## config.mk

```make
export PLATFORM = sky130hd
export DESIGN_NAME = freq_bcd_conv
export DESIGN_NICKNAME = d
export VERILOG_FILES = /design/src/rtl/freq_bcd_conv.sv
export SDC_FILE = /design/constraint.sdc
export NUM_CORES = 1
export LEC_CHECK = 0
export CAP_MARGIN = 10
export CORE_ASPECT_RATIO = 1.25
export CORE_MARGIN = 2
export CORE_UTILIZATION = 50
export CTS_CLUSTER_DIAMETER = 200
export DETAILED_ROUTE_END_ITERATION = 10
export DONT_BUFFER_PORTS = 1
export SLEW_MARGIN = 40
export SYNTH_ARGS = -nofsm -noshare
export SYNTH_HDL_FRONTEND = slang
export SYNTH_SLANG_ARGS = --single-unit
```

## constraint.sdc

```tcl
create_clock -name clk -period 2.27 [get_ports clk]
set_input_delay 0.454 -clock clk [delete_from_list [all_inputs] [get_ports clk]]
set_output_delay 0.454 -clock clk [all_outputs]
set_load 0.005 [all_outputs]
```

## src/rtl/freq_bcd_conv.sv

```systemverilog
// freq_bcd_conv: sequential double-dabble binary-to-BCD converter with leading-zero blanking and saturation
module freq_bcd_conv #(
    parameter int DATA_W = 20,
    parameter int DIGITS = 6
) (
    input  logic                  clk,
    input  logic                  rst_n,
    input  logic [DATA_W-1:0]     bin_in,
    output logic [4*DIGITS-1:0]   bcd_out,
    output logic                  bcd_vld,
    output logic [DIGITS-1:0]     blank,
    output logic                  ovf,
    output logic                  busy
);
    localparam int CW = $clog2(DATA_W);
    localparam int FS_I = 10**DIGITS - 1;
    localparam logic [DATA_W:0] FS = FS_I[DATA_W:0];
    localparam logic [CW-1:0] CNT_LAST = CW'(DATA_W - 1);

    typedef enum logic [1:0] {IDLE, LOAD, SHIFT, DONE} state_t;

    state_t state, nxt;
    logic force_cnv, ovf_p, start, z;
    logic [DATA_W-1:0] last_val, sreg;
    logic [4*DIGITS-1:0] acc, acc_adj;
    logic [DIGITS-1:0] blank_nx;
    logic [CW-1:0] cnt;

    assign start = force_cnv || (bin_in != last_val);
    assign busy = (state == LOAD) || (state == SHIFT);

    always_ff @(posedge clk or negedge rst_n)
        if (!rst_n) state <= IDLE;
        else state <= nxt;

    always_comb begin
        nxt = state;
        case (state)
            IDLE:    nxt = start ? LOAD : IDLE;
            LOAD:    nxt = SHIFT;
            SHIFT:   nxt = (cnt == CNT_LAST) ? DONE : SHIFT;
            DONE:    nxt = IDLE;
            default: nxt = IDLE;
        endcase
    end

    // Per-digit +3 correction, no carry between digits
    always_comb begin
        acc_adj = acc;
        for (int i = 0; i < DIGITS; i++)
            acc_adj[4*i +: 4] = (acc[4*i +: 4] >= 4'd5) ? acc[4*i +: 4] + 4'd3 : acc[4*i +: 4];
    end

    // Digit i blanks only when it and every more-significant digit are zero
    always_comb begin
        blank_nx = '0;
        z = 1'b1;
        for (int i = DIGITS - 1; i >= 1; i--) begin
            z = z && (acc[4*i +: 4] == 4'd0);
            blank_nx[i] = z;
        end
    end

    always_ff @(posedge clk or negedge rst_n) begin
        if (!rst_n) begin
            force_cnv <= 1'b1;
            last_val  <= '0;
            sreg      <= '0;
            acc       <= '0;
            cnt       <= '0;
            ovf_p     <= 1'b0;
            bcd_out   <= '0;
            blank     <= {{(DIGITS-1){1'b1}}, 1'b0};
            ovf       <= 1'b0;
            bcd_vld   <= 1'b0;
        end else begin
            bcd_vld <= (state == DONE);
            case (state)
                IDLE: if (start) begin
                    last_val  <= bin_in;
                    sreg      <= bin_in;
                    force_cnv <= 1'b0;
                end
                LOAD: begin
                    sreg  <= ({1'b0, sreg} > FS) ? FS[DATA_W-1:0] : sreg;
                    ovf_p <= {1'b0, sreg} > FS;
                    acc   <= '0;
                    cnt   <= '0;
                end
                SHIFT: begin
                    {acc, sreg} <= {acc_adj, sreg} << 1;
                    cnt <= cnt + 1'b1;
                end
                DONE: begin
                    bcd_out <= acc;
                    blank   <= blank_nx;
                    ovf     <= ovf_p;
                end
                default: ;
            endcase
        end
    end
endmodule

```

==> results.toml, run 1 <==
[run_status]
status = "finished with violations"
violations = "negative hold slack"

[clock_tree]
htree_levels = 3
cts.path.max_buffers = 2
cts_tree = "done"
post-cts-setup-buffers = 0
cts_buffers = 9
cts_sinks = 104
clkLatencyLatePin_ns = 0.34
cts.repair.resized = 0
cts.clk_slew.worst_paths_ns = 0.07
cts_root_buf = "clkbuf_16"

[layout]
drive_above_1_share = 0.2144
fin_cells = 600
design_area_um2 = 5736
num-fill-cells = 866
n_antenna_cell = 0
syn_to_final_growth_pct = 8.909
nets = 510

[timing]
maxSlewViolCount = 0
setup_viol = 0
worst_slew_pin_slew_ns = 0.5322
fin_worst_skew_ns = 0.006678
maxSlewHeadroom = 0.6423
grt_setup_unrepaired = "no"
min_period_ns = 2.124
finalHoldViolations = 103
fin_tns_setup_ns = 0
max_freq_mhz = 470.8
post-route-period-util = 0.9357
layout_setup_ws_ns = 0.1461
holdWs_ns = -0.1951

[worst_setup_path]
crit_path_max_fanout = 18
slowest_delay_ns = 0.39
critPathRequiredTime_ns = 2.49
cp_cell_sequence = "xor2_1 -> nor4_1 -> and4_1 -> a21bo_2 -> buf_12 -> mux2_2"
critical_path_class = "register to register"
path_buf_inv = 1
slowest_stage = "dfrtp_1"
cp.arrival_ns = 2.35
worstSetupEndpointType = "register"
crit_path_start_kind = "register"
critical_path.top_delay_family = "simple AND/OR/NAND/NOR gates"

[logic_synthesis]
ys.flop_type = "dfrtp_1"
muxShareOfSynthArea = 0.1687
synth_top_area_frac = 0.4657
synth_edf_count = 0
synth_nets = 510
yosysTopAreaCell = "dfrtp_1"
synthCells = 466
yosys.area_share.xor_xnor = 0.04490
synthAdderAreaFrac = 0.05227
yosys.cell_count.top_type = "dfrtp_1"
synth_area_per_cell_um2 = 11.30
synth_compound_area_frac = 0.1067
yosys.area_share.simple = 0.07745
synth_cell_type_count = 40
async_flop_share = 1.000
synth_seq_area_share = 0.4956
synth_area_um2 = 5266
ys_seq_elements = 104
synthTopCellsByArea = "dfrtp_1 47%, mux2_4 8.6%, mux2_2 8.1%"
synth_common_cells = "98 x dfrtp_1, 43 x inv_1, 38 x mux2_2"
yosysWarnings = 0
synth_top_family_by_area = "multiplexers"

[floorplan]
io_pins = 55
placementRows = 41
initial_utilization = 0.5185
die_h_um = 118.7
dieArea_um2 = 11370
die_w_um = 95.80
coreArea_um2 = 10160

[global_routing]
grt_pass1_vias = 3510
track_usage = 0.1906
grt_pass1_wl_um = 17090
grt_max_degree = 105
grt_overflow = 0
antenna_found_initial = 0

[placement]
dp.cells = 584
hpwl_um = 6748
port_buffers = 0
placedInstanceArea_um2 = 5420
place_ws_ns = 0.05376
gp_congestion = 0.8128

[detailed_routing]
ant_nets = 0
first_pass_iters = 4
initialDrtViolationCount = 145
routed_wirelength_um = 9751
drt-wirelength-per-cell_um = 16.25
via_per_inst = 5.562
vias = 3337
drc = 0

[worst_hold_path]
hold_path.class = "primary input to asynchronous set/reset pin"

[pwr]
peakVddDrop_mv = 0.9026
powerDensity_nw_per_um2 = 1386
leakage_nw = 2.659

[flow_run]
maxCapViolCount = 0
worst paths after layout:
kind,startpoint,endpoint,slack (ns),cells past startpoint
setup / recovery,last_val[0]$_DFFE_PN0P_,last_val[1]$_DFFE_PN0P_,0.15,6
hold / removal,rst_n,bcd_out[5]$_DFFE_PN0P_,-0.20,0
setup reg to reg,last_val[0]$_DFFE_PN0P_,last_val[1]$_DFFE_PN0P_,0.15,6
hold reg to reg,blank[2]$_DFFE_PN1P_,blank[2]$_DFFE_PN1P_,0.48,2
max in group asynchronous,rst_n,force_cnv$_DFFE_PN1P_,2.23,0
min in group clk,bin_in[17],last_val[17]$_DFFE_PN0P_,0.26,1
metrics by stage:
stage	util	hold WS [ns]	power [W]
after floorplan	-	0.1584	0.005634
after global placement	0.5336	0.1610	0.006262
after detailed placement	0.5336	0.1608	0.006380
after CTS	0.5647	-0.2070	0.008049
after global routing	0.5647	-0.2120	0.008492
final	0.5647	-0.1951	0.007952
report_power, final:
| part | internal (W) | total (W) | switching [W] |
|---|---|---|---|
| combinational | 0.00180 | 0.00342 | 0.00162 |
| clock | 0.000997 | 0.00165 | 0.000651 |
| sequential | 0.00247 | 0.00289 | 0.000415 |
cell families after synthesis:
logic type	count (synthesis)
flops	104
buf+inv	64
xor+xnor	27
fa+ha+maj	22
mux	69
compound gates	98
simple gates	81
other cells	1
layout by cell type, fill, tap and decap left out, drive strengths merged, types with 4 or more instances in the layout:
master  instances
ha             22
nor4            5
and3            6
a21oi          36
nand3           6
dfrtp          98
o21ai          33
xnor2          11
inv            43
buf            10
nand2          22
dfstp           6
o32ai           4
nor2           19
o22ai          15
o31ai           4
nor3            6
clkbuf         13
nand2b          6
mux2           68
xor2           16
layer usage:
layer	wire [µm]	GRT usage	share of wire
met1	4410	0.2482	0.45
met3	414	0.04079	0.042
met2	4773	0.3099	0.49
met5	0	0	0
met4	153	0.06786	0.016
flip-flops by register name, summed over array words and instances (netlist names), 2 cells and up:
register	count
last_val	20
sreg	20
state	2
bcd_out	24
cnt	5
acc	24
blank	5
cell type report:
type | instances | area (µm²) | share of cell area
Multi-Input combinational cell | 298 | 2387 | 0.4162
Timing Repair Buffer | 10 | 100.1 | 0.01745
Clock buffer | 13 | 250.2 | 0.04363
Tap cell | 129 | 161.4 | 0.02814
Inverter | 43 | 161.4 | 0.02814
Clock inverter | 3 | 65.06 | 0.01134
Sequential cell | 104 | 2610 | 0.4551
(Power assumes the default switching activity.)
==> run 2: changes to the inputs <==
--- a/config.mk
+++ b/config.mk
@@ -10,9 +10,9 @@
 export CORE_MARGIN = 2
 export CORE_UTILIZATION = 50
 export CTS_CLUSTER_DIAMETER = 200
+export CTS_CLUSTER_SIZE = 40
 export DETAILED_ROUTE_END_ITERATION = 10
 export DONT_BUFFER_PORTS = 1
-export SLEW_MARGIN = 40
 export SYNTH_ARGS = -nofsm -noshare
 export SYNTH_HDL_FRONTEND = slang
 export SYNTH_SLANG_ARGS = --single-unit
==> results of run 2 <==
Final layout, timing and power as in run 1 (identical DEF).
